==> src/rtl/mem_arb_pkg.sv <==
// Shared state encoding, port indices and grant rule for the unified memory port arbiter.
package mem_arb_pkg;

  typedef enum logic [1:0] {
    IDLE   = 2'd0,
    BUSY_I = 2'd1,
    BUSY_D = 2'd2,
    RESP   = 2'd3
  } arb_state_t;

  localparam logic PORT_I = 1'b0;
  localparam logic PORT_D = 1'b1;

  // On a tie the port that did not win last time gets the grant.
  function automatic logic pick_port(input logic i_req, input logic d_req,
                                     input logic last_grant);
    if (i_req && d_req) return ~last_grant;
    else if (d_req)     return PORT_D;
    else                return PORT_I;
  endfunction

endpackage

==> src/rtl/mem_wait_timer.sv <==
// Clearable saturating wait counter; expired marks the last cycle a memory access may wait.
module mem_wait_timer #(
  parameter int unsigned TIMEOUT = 64
) (
  input  logic clk,
  input  logic reset,
  input  logic clear,
  input  logic inc,
  output logic expired
);

  localparam int unsigned TW     = (TIMEOUT > 0) ? $clog2(TIMEOUT + 1) : 1;
  localparam int unsigned LAST_I = (TIMEOUT > 0) ? TIMEOUT - 1 : 0;
  localparam logic [TW-1:0] LAST = LAST_I[TW-1:0];

  logic [TW-1:0] count;

  always_ff @(posedge clk or posedge reset) begin
    if (reset) begin
      count <= '0;
    end else if (clear) begin
      count <= '0;
    end else if (inc && (count != {TW{1'b1}})) begin
      count <= count + 1'b1;
    end
  end

  // TIMEOUT=0 never expires, so an access waits for mem_ready indefinitely.
  assign expired = (TIMEOUT > 0) && (count == LAST);

endmodule

==> src/rtl/mem_port_arbiter.sv <==
// Round-robin arbiter sharing one memory port between instruction fetch and load/store,
// with a bounded wait that returns an error response instead of stalling the core.
//
// state  | meaning
// IDLE   | sample i_req/d_req, grant one and launch mem_valid
// BUSY_I | fetch access outstanding, waiting for mem_ready or timeout
// BUSY_D | data access outstanding, waiting for mem_ready or timeout
// RESP   | one-cycle ack pulse to the granted port, no arbitration
module mem_port_arbiter
  import mem_arb_pkg::*;
#(
  parameter int unsigned ADDR_WIDTH = 32,
  parameter int unsigned DATA_WIDTH = 32,
  parameter int unsigned TIMEOUT    = 64
) (
  input  logic                    clk,
  input  logic                    reset,
  input  logic                    i_req,
  input  logic [ADDR_WIDTH-1:0]   i_addr,
  output logic                    i_ack,
  output logic [DATA_WIDTH-1:0]   i_rdata,
  output logic                    i_err,
  input  logic                    d_req,
  input  logic                    d_we,
  input  logic [ADDR_WIDTH-1:0]   d_addr,
  input  logic [DATA_WIDTH-1:0]   d_wdata,
  input  logic [DATA_WIDTH/8-1:0] d_wstrb,
  output logic                    d_ack,
  output logic [DATA_WIDTH-1:0]   d_rdata,
  output logic                    d_err,
  output logic                    mem_valid,
  output logic                    mem_we,
  output logic [ADDR_WIDTH-1:0]   mem_addr,
  output logic [DATA_WIDTH-1:0]   mem_wdata,
  output logic [DATA_WIDTH/8-1:0] mem_wstrb,
  input  logic                    mem_ready,
  input  logic [DATA_WIDTH-1:0]   mem_rdata,
  output logic                    busy
);

  arb_state_t state;
  logic       last_grant;
  logic       grant_port;
  logic       in_busy;
  logic       expired;

  assign in_busy    = (state == BUSY_I) || (state == BUSY_D);
  assign grant_port = pick_port(i_req, d_req, last_grant);
  assign busy       = (state != IDLE);

  mem_wait_timer #(.TIMEOUT(TIMEOUT)) u_timer (
    .clk     (clk),
    .reset   (reset),
    .clear   (state == IDLE),
    .inc     (in_busy && !mem_ready),
    .expired (expired)
  );

  always_ff @(posedge clk or posedge reset) begin
    if (reset) begin
      state      <= IDLE;
      last_grant <= PORT_D;
      mem_valid  <= 1'b0;
      mem_we     <= 1'b0;
      mem_addr   <= '0;
      mem_wdata  <= '0;
      mem_wstrb  <= '0;
      i_ack      <= 1'b0;
      i_rdata    <= '0;
      i_err      <= 1'b0;
      d_ack      <= 1'b0;
      d_rdata    <= '0;
      d_err      <= 1'b0;
    end else begin
      case (state)
        IDLE: begin
          if (i_req || d_req) begin
            last_grant <= grant_port;
            mem_valid  <= 1'b1;
            if (grant_port == PORT_I) begin
              mem_we    <= 1'b0;
              mem_addr  <= i_addr;
              mem_wdata <= '0;
              mem_wstrb <= '0;
              state     <= BUSY_I;
            end else begin
              mem_we    <= d_we;
              mem_addr  <= d_addr;
              mem_wdata <= d_wdata;
              mem_wstrb <= d_we ? d_wstrb : '0;
              state     <= BUSY_D;
            end
          end
        end
        BUSY_I, BUSY_D: begin
          // A ready on the expiry cycle still counts as a normal completion.
          if (mem_ready || expired) begin
            mem_valid <= 1'b0;
            mem_we    <= 1'b0;
            mem_addr  <= '0;
            mem_wdata <= '0;
            mem_wstrb <= '0;
            state     <= RESP;
            if (state == BUSY_I) begin
              i_ack   <= 1'b1;
              i_rdata <= mem_ready ? mem_rdata : '0;
              i_err   <= !mem_ready;
            end else begin
              d_ack   <= 1'b1;
              d_rdata <= (mem_ready && !mem_we) ? mem_rdata : '0;
              d_err   <= !mem_ready;
            end
          end
        end
        RESP: begin
          i_ack   <= 1'b0;
          i_rdata <= '0;
          i_err   <= 1'b0;
          d_ack   <= 1'b0;
          d_rdata <= '0;
          d_err   <= 1'b0;
          state   <= IDLE;
        end
        default: state <= IDLE;
      endcase
    end
  end

endmodule

==> config.mk <==
export PLATFORM = sky130hd
export DESIGN_NAME = mem_port_arbiter
export DESIGN_NICKNAME = d
export VERILOG_FILES = /design/src/rtl/mem_arb_pkg.sv /design/src/rtl/mem_wait_timer.sv /design/src/rtl/mem_port_arbiter.sv
export SDC_FILE = /design/constraint.sdc
export NUM_CORES = 1
export LEC_CHECK = 0
export CAP_MARGIN = 0
export CORE_MARGIN = 10
export CORE_UTILIZATION = 40
export DETAILED_ROUTE_END_ITERATION = 8
export DONT_BUFFER_PORTS = 1
export SYNTH_ARGS = -nofsm -noshare
export SYNTH_HDL_FRONTEND = slang
export SYNTH_SLANG_ARGS = --single-unit
==> constraint.sdc <==
create_clock -name clk -period 9.1 [get_ports clk]
set_input_delay 0.91 -clock clk [delete_from_list [all_inputs] [get_ports clk]]
set_output_delay 0.91 -clock clk [all_outputs]
set_load 0.05 [all_outputs]
==> key figures, run 1 <==
Status
  • Outcome: completed

Synthesis
  • Register area share after synthesis: 0.615
  • Post-synthesis adder-cell area fraction: 0.0104
  • Compound-Gate Fraction of Synth Area: 0.212
  • Cell taking the most area after synthesis: dfrtp_1
  • Post-synthesis mux area share: 0.0565
  • Asr flop ratio synth: 1.00
  • Main combinational cell family by area after synthesis: compound AO/OA/AOI/OAI gates
  • List of most frequent post-synthesis cells: 147 x dfrtp_1, 72 x nand2_1, 66 x a22o_1, 39 x o21ai_0, 34 x mux2i_1
  • Post-Syn Area: 6030 um2
  • Yosys Warn Count: 0
  • Library cells used by synthesis: 42
  • Area share of the largest cell type after synthesis: 0.610
  • Mapped Cells: 494
  • #FFs+latches synth: 148
  • Most area-consuming cells after synthesis: dfrtp_1 61%, a22o_1 9.6%, mux2i_1 5.6%, o2bb2ai_1 4.7%, nand2_1 4.5%
  • Post-Synth Simple-Gate Area: 0.0675
  • Most common flop cell mapped by yosys: dfrtp_1
  • Avg Synthesized Cell Area: 12.2 um2
  • Synth Area in XOR/XNOR: 0.00145
  • Top-count cell post-synth: dfrtp_1
  • EDFF count, synth: 0
  • Syn Nets: 637

Timing
  • Slew Viols, Final: 0
  • RSZ-0062 raised after global routing: no
  • Final period utilization: 0.313
  • Hold Vio Cnt, Final: 0
  • Tmin final: 2.85 ns
  • Fmax: 351 MHz
  • Final setup viols: 0
  • Worst slew pin tran: 1.17 ns
  • Slew margin rel.: 0.218
  • TNS Setup: 0 ns
  • Clock skew: 0.00757 ns

Job
  • Max-Cap Viols: 0

Finish
  • Layout net count: 622
  • Synth-to-Final Area Change: 11.5%
  • Cell area after layout: 6720 um2
  • Multi-input logic area: 2130 um2
  • Fraction of layout cells with a size suffix above 1: 0.104
  • Diode count: 0
  • Fill cells: 1328
  • Sequential Area: 3700 um2

GRT
  • Vias in the first global route: 4166
  • Largest net degree at the start of global routing: 76
  • Overall Global Routing Usage: 0.159
  • Overflow after GRT: 0
  • Initial antenna violation count: 0
  • Global-route wire length before repair: 25.2 mm

CTS
  • Setup Fix Bufs, Post-CTS: 0
  • H-tree Lvls: 4
  • Clock latency on the worst-skew pair: 0.42 ns
  • Post-CTS sizing: 0
  • Worst-path clk slew: 0.07 ns
  • Max clock buf depth: 2
  • CTS Buf Count: 17
  • Clock sink total: 148
  • CTS tree: yes
  • Root buf cell: clkbuf_16
  • CTS Hold Bufs: 0

Detailed routing
  • Routed len/inst: 24.7 um
  • Vias per inst: 5.87
  • DRC: 0
  • Initial drt markers: 167
  • WL final: 16.7 mm
  • Vias: 3968
  • Routed Antenna Nets: 0
  • First drt pass iteration count: 4

Setup path
  • CP Capture Type: output pin
  • R2r worst-path depth: 5
  • Critical path data required time: 8.19 ns
  • WP data arrival: 1.94 ns
  • Worst setup SP type: register
  • Crit-path max FO: 19
  • CP Class: reg -> out

Place
  • HPWL Detailed: 12.1 mm
  • Port Buf Inserts: 0
  • Routability cong.: 0.776
  • Area post-placement: 6140 um2

Die
  • Row cnt: 44
  • Initial core utilization: 0.411
  • Die X: 143 um
  • CORE AREA: 14600 um2
  • Die area: 20400 um2
  • Io pins: 277
  • Chip Height: 143 um

Min path
  • Hold/Removal Path Class: in -> async
[registers in the layout (all words and copies together), names as in the netlist, 2 cells and up]
name / count
d_rdata: 32
mem_wdata: 32
mem_addr: 32
u_timer.count: 7
mem_wstrb: 4
state: 2
i_rdata: 32
[through the flow]
step	hold slack (ns)	utilization	cells	setup WS [ns]
after CTS	0.450	0.459	676	6.22
after floorplan	0.503	-	494	4.21
after detailed placement	0.550	0.419	644	6.04
final	0.435	0.459	676	6.25
after global routing	0.473	0.459	676	5.94
after global placement	0.539	0.419	644	6.17
[final timing paths]
path                               endpoint  slack, ns              from
hold reg to reg            u_timer.count[2]       0.56  u_timer.count[2]
setup / recovery                       busy       6.25          state[1]
max in group asynchronous        i_rdata[5]       7.33             reset
hold / removal                 mem_addr[14]       0.43             reset
setup reg to reg               mem_addr[12]       6.27          state[1]
min in group clk                 last_grant       0.56             i_req
[cell usage in the layout (no fill, tap or decap), types with 7 or more instances in the layout]
cell       Yosys  final
inv_6          0      8
nand2_1       72     72
a22o_1        66     66
mux2i_1       34     34
o21ai_0       39     39
dfrtp_1      147    147
nor2_1         7      7
a21oi_1        7      7
o2bb2ai_1     32     32
clkbuf_16      0     17
[worst max-delay path, cell delays in order, from the launching register on]
cell     delay, ns
dfrtp_1       0.42
inv_1         0.09
ha_1          0.57
inv_1         0.43
[cell families after synthesis]
family	after synthesis
buf+inv	46
mux	34
xor+xnor	1
simple gates	95
compound gates	165
fa+ha+maj	5
flops	148
[layer usage]
| layer | vias to the layer above | GRT usage | routed length, um |
|---|---|---|---|
| met4 | 0 | 0.0505 | 203 |
| li1 | 1780 | - | - |
| met2 | 226 | 0.236 | 7550 |
| met3 | 16 | 0.0985 | 2490 |
| met5 | - | 0 | 0 |
| met1 | 1946 | 0.187 | 6420 |
[cell type report]
type / instances / share of cell area
clock inverter: 15 / 0.0233
multi-input combinational: 300 / 0.317
tap: 184 / 0.0343
timing repair buffer: 6 / 0.00670
inverter: 6 / 0.00410
sequential: 148 / 0.551
clock buffer: 17 / 0.0633
Power of run 1 is left out: the tool's default activity adds up to more than one toggle a clock period on the data nets, which glitch-free logic cannot reach.
==> run 2, diff against run 1 <==
==> constraint.sdc (replaced) <==
create_clock -name clk -period 2.9 [get_ports clk]
set_input_delay 0.29 -clock clk [delete_from_list [all_inputs] [get_ports clk]]
set_output_delay 0.29 -clock clk [all_outputs]
set_load 0.05 [all_outputs]
==> run 2 against run 1 <==
First-iteration DRC count up 69%. Wire length up 3.5%. Sequential cell count unchanged. Core utilization up 3.8 points.
==> key figures, run 2 (same netlist as run 1, synthesis figures left out) <==
Timing
  • Clock skew: 0.0145 ns
  • Slew Viols, Final: 0
  • Hold Vio Cnt, Final: 0
  • RSZ-0062 raised after global routing: no
  • Tmin final: 2.45 ns
  • Slew margin rel.: 0.284
  • Worst slew pin tran: 1.07 ns
  • Crit path setup slack, layout: 0.449 ns
  • Final period utilization: 0.845
  • Final setup viols: 0
  • TNS Setup: 0 ns
  • Fmax: 408 MHz

Setup path
  • Crit path largest cell delay: 0.83 ns
  • CP Capture Type: register
  • Cell Chain, Critical Path: inv_1 > ha_1 > inv_1 > or3_1 > o2bb2ai_1
  • Crit-path max FO: 32
  • Critical path data required time: 3.22 ns
  • CP max-delay cell: or3_1
  • Worst setup SP type: register
  • CP Class: reg -> reg
  • WP data arrival: 2.77 ns
  • Most common cell on crit path: inv_1

Detailed routing
  • WL final: 17.3 mm
  • Routed len/inst: 23.7 um
  • Vias: 4184
  • First drt pass iteration count: 4
  • Vias per inst: 5.74
  • Routed Antenna Nets: 0
  • DRC: 0
  • Initial drt markers: 282

CTS
  • H-tree Lvls: 4
  • Clock sink total: 148
  • Clock latency on the worst-skew pair: 0.42 ns
  • Worst-path clk slew: 0.07 ns
  • Root buf cell: clkbuf_16
  • CTS Buf Count: 17
  • CTS tree: yes
  • Max clock buf depth: 2

Finish
  • Most frequent cells in the layout: 147 x dfrtp_1, 72 x nand2_1, 66 x a22o_1
  • Diode count: 0
  • Fraction of layout cells with a size suffix above 1: 0.0991
  • Most common cell after layout, fill and taps aside: dfrtp_1
  • Synth-to-Final Area Change: 20.8%
  • Layout net count: 675

Place
  • Routability cong.: 0.770
  • Dpl ws: 0.425 ns
  • HPWL Detailed: 12.4 mm
  • Port Buf Inserts: 0

Die
  • Initial core utilization: 0.411
  • Chip Height: 143 um
  • Row cnt: 44
  • Io pins: 277
  • CORE AREA: 14600 um2
  • Die area: 20400 um2
  • Die X: 143 um

Min path
  • Hold/Removal Path Class: in -> reg

Pwr
  • Power density over the cells: 1500 nW/um2
  • Total power: 10.9 mW
  • Maximum vdd drop: 573 uV
  • Static Leak: 3.32 nW

Status
  • Outcome: completed

GRT
  • Initial antenna violation count: 0
  • Global-route wire length before repair: 26.0 mm
  • Overflow after GRT: 0
  • Overall Global Routing Usage: 0.164
  • Largest net degree at the start of global routing: 69
  • Vias in the first global route: 4396

Job
  • Max-Cap Viols: 0
==> run 2: cell types whose count changed in the layout (fill, tap and decap cells not counted), moves of 3 or more <==
cell           change
buf_4              +5
clkbuf_1           +3
inv_8              -3
dlygate4sd3_1     +46
inv_6              -6
==> run 2: worst paths after layout <==
path | start | endpoint | slack, ns | depth (start not counted)
hold reg to reg | last_grant | last_grant | 0.56 | 2
setup / recovery | state[1] | mem_addr[0] | 0.45 | 5
hold / removal | d_wdata[0] | mem_wdata[0] | 0.02 | 1
max in group asynchronous | reset | d_rdata[10] | 1.81 | 3
min in group asynchronous | reset | d_rdata[2] | 0.44 | 2
setup reg to reg | state[1] | mem_addr[0] | 0.45 | 5
==> run 2: power breakdown <==
group	internal, mW	total [mW]	switching [mW]
logic	0.969	2.51	1.54
registers	2.81	6.16	3.34
clock network	1.38	2.23	0.844
total	5.17	10.9	5.73
==> run 2: critical path: cells and delay by family (launching register included) <==
family	cells	cell delay, ns
AOI/OAI and AO/OA	1	0.31
buffers and inverters	2	0.23
adders and majority gates	1	0.56
and+or+nand+nor	1	0.83
DFF	1	0.41
==> run 2: final cells by class <==
| class | instances | area, um2 |
|---|---|---|
| Clock buffer | 21 | 450 |
| Clock inverter | 11 | 153 |
| Fill cell | 1270 | 7370 |
| Inverter | 6 | 26.3 |
| Multi-Input combinational cell | 300 | 2130 |
| Sequential cell | 148 | 3700 |
| Tap cell | 184 | 230 |
| Timing Repair Buffer | 59 | 583 |
==> run 2: through the flow <==
stage          hold WS [ns]  std cells  cell area [um2]   util
2_1_floorplan         0.360        494             6030      -
3_3_place_gp          0.267        651             6210  0.424
3_5_place_dp          0.270        651             6210  0.424
4_1_cts            0.000287        720             7190  0.491
5_1_grt            0.000545        729             7280  0.497
6_report             0.0163        729             7280  0.497
==> run 2: metal layers <==
| layer | share of wire | track usage | up-vias | wire, um |
|---|---|---|---|---|
| met5 | 0 | 0 | - | 0 |
| met4 | 0.0087 | 0.0418 | 0 | 151 |
| met3 | 0.14 | 0.104 | 8 | 2370 |
| met2 | 0.47 | 0.253 | 220 | 8070 |
| met1 | 0.39 | 0.188 | 2070 | 6670 |
| li1 | - | - | 1886 | - |
==> run 2: what timing repair did <==
action / in CTS / in global routing
setup buffers: 0 / 0
hold buffers: 37 / 9
hold endpoints to repair: 61 / 9
gates resized for setup: 0 / 0
No activity file was read; power rests on OpenSTA's default activity.
==> run 3, diff against run 2 <==
==> constraint.sdc (replaced) <==
create_clock -name clk -period 2.21 [get_ports clk]
set_input_delay 0.221 -clock clk [delete_from_list [all_inputs] [get_ports clk]]
set_output_delay 0.221 -clock clk [all_outputs]
set_load 0.05 [all_outputs]
==> run 3 against run 2 <==
Sequential cell count is the same. Critical path depth unchanged. Global-route usage rose by 1.5 points. Via count increased by 7.8%. Non-clock buffer count grew 64. First-iteration DRC count shrank 7.4%. Maximum frequency is 12% higher. Critical endpoint is now mem_addr[4].
==> key figures, run 3 (same netlist as run 1, synthesis figures left out) <==
Status
  • Outcome: completed

Setup path
  • R2R Setup Slk: 0.03 ns
  • Crit path launch: last_grant
  • Crit path largest cell delay: 0.60 ns
  • WP data arrival: 2.46 ns
  • CP Capture Type: register
  • Crit path max-delay family: buffers and inverters
  • CP Class: reg -> reg
  • RR Endpoint: mem_addr[4]
  • R2r worst-path depth: 5
  • Cell Chain, Critical Path: a21boi_4 > buf_4 > mux2i_1 > dlygate4sd3_1 > o2bb2ai_1
  • Critical path data required time: 2.49 ns
  • CP max-delay cell: dlygate4sd3_1
  • Crit-path max FO: 32
  • Crit path buf inv count: 2
  • Critical R2R Launch: last_grant
  • Worst setup SP type: register

Place
  • Port Buf Inserts: 0
  • HPWL Detailed: 12.1 mm
  • Routability cong.: 0.762
  • Area post-placement: 6260 um2

CTS
  • Clock latency on the worst-skew pair: 0.41 ns
  • Root buf cell: clkbuf_16
  • H-tree Lvls: 4
  • CTS Buf Count: 17
  • Worst-path clk slew: 0.06 ns
  • CTS tree: yes
  • Max clock buf depth: 2
  • Clock sink total: 148
  • Setup Fix Bufs, Post-CTS: 0

Finish
  • Fill cells: 1194
  • Layout net count: 739
  • Util after Layout: 0.543
  • Most frequent cells in the layout: 147 x dfrtp_1, 109 x dlygate4sd3_1, 72 x nand2_1
  • Cell area after layout: 7960 um2
  • Multi-input logic area: 2130 um2
  • Most common cell after layout, fill and taps aside: dfrtp_1
  • Diode count: 0
  • Fraction of layout cells with a size suffix above 1: 0.0952
  • Sequential Area: 3700 um2
  • Synth-to-Final Area Change: 32.0%

Detailed routing
  • Routed len/inst: 23.5 um
  • Routed Antenna Nets: 0
  • Initial drt markers: 261
  • DRC: 0
  • First drt pass iteration count: 5
  • Vias per inst: 5.69
  • WL final: 18.6 mm
  • Vias: 4509

Die
  • Row cnt: 44
  • Initial core utilization: 0.411
  • Die area: 20400 um2
  • Die X: 143 um
  • Io pins: 277
  • CORE AREA: 14600 um2
  • Chip Height: 143 um

GRT
  • Overall Global Routing Usage: 0.179
  • Vias in the first global route: 4884
  • Overflow after GRT: 0
  • Initial antenna violation count: 0
  • Largest net degree at the start of global routing: 149
  • Global-route wire length before repair: 28.7 mm

Pwr
  • Total power: 14.8 mW
  • Static Leak: 3.60 nW
  • Power density over the cells: 1860 nW/um2
  • Maximum vdd drop: 827 uV

Timing
  • Final setup viols: 0
  • Slew Viols, Final: 0
  • Slew margin rel.: 0.415
  • Fmax: 458 MHz
  • Worst slew pin tran: 0.877 ns
  • Tmin final: 2.18 ns
  • Hold Vio Cnt, Final: 0
  • Clock skew: 0.00800 ns
  • Final period utilization: 0.988

Min path
  • Worst hold start: i_addr[7]
  • Hold Path Stages: 2
  • Hold/Removal Path Class: in -> reg
  • Hold EP: mem_addr[7]

Job
  • Max-Cap Viols: 0
## run 3: changes by cell type in the layout (fill, tap and decap cells not counted)
cell | previous run | this run
dlygate4sd3_1 | 46 | 109
buf_12 | 2 | 5
clkbuf_1 | 3 | 0
clkbuf_8 | 1 | 4
buf_4 | 11 | 9
clkinvlp_4 | 4 | 6
bufinv_16 | 3 | 2
clkinv_2 | 1 | 2
clkinv_4 | 2 | 1
inv_6 | 2 | 1
## run 3: layout make-up
type,instances,area share
clock buffer,21,0.0604
clock inverter,11,0.0157
inverter,6,0.00330
multi-input combinational,300,0.268
sequential,148,0.466
tap,184,0.0289
timing repair buffer,123,0.158
## run 3: worst max path at each step
stage                         to  depth (start not counted)
CTS                  mem_addr[2]                          5
global placement    mem_wstrb[0]                          7
finish               mem_addr[4]                          5
detailed placement   mem_addr[0]                          7
floorplan                  d_ack                          1
global route         mem_addr[4]                          5
## run 3: report_power, final
| part | total (mW) | internal [mW] | leakage (nW) | switching [mW] |
|---|---|---|---|---|
| clock network | 2.91 | 1.78 | 0.284 | 1.13 |
| logic | 3.78 | 1.60 | 1.32 | 2.18 |
| registers | 8.09 | 3.69 | 1.99 | 4.40 |
| total | 14.8 | 7.07 | 3.60 | 7.71 |
## run 3: metal layers
metal / global-route usage / share of wire
met5: 0 / 0
met4: 0.0456 / 0.0068
met3: 0.103 / 0.13
met2: 0.284 / 0.49
met1: 0.205 / 0.37
## run 3: repair_timing
item	CTS	global route
resized for setup	0	0
hold buffers	107	2
endpoints found under the setup margin	0	0
hold endpoints to repair	267	1
## run 3: worst reg2reg max path: cells and delay by family, from the launching register on
kind            cells  cell delay, ns
mux                 1            0.32
compound gates      2            0.27
buf+inv             2            1.07
flops               1            0.39
## run 3: stage by stage
stage | instances | setup TNS [ns] | hold slack [ns] | setup slack, ns
2_1_floorplan | 494 | 0 | 0.291 | 0.129
3_3_place_gp | 652 | 0 | 0.301 | 0.308
3_5_place_dp | 652 | 0 | 0.299 | 0.235
4_1_cts | 791 | 0 | 0.0000698 | 0.187
5_1_grt | 793 | -0.0444 | 0.0120 | -0.0444
6_report | 793 | 0 | 0.0184 | 0.0274
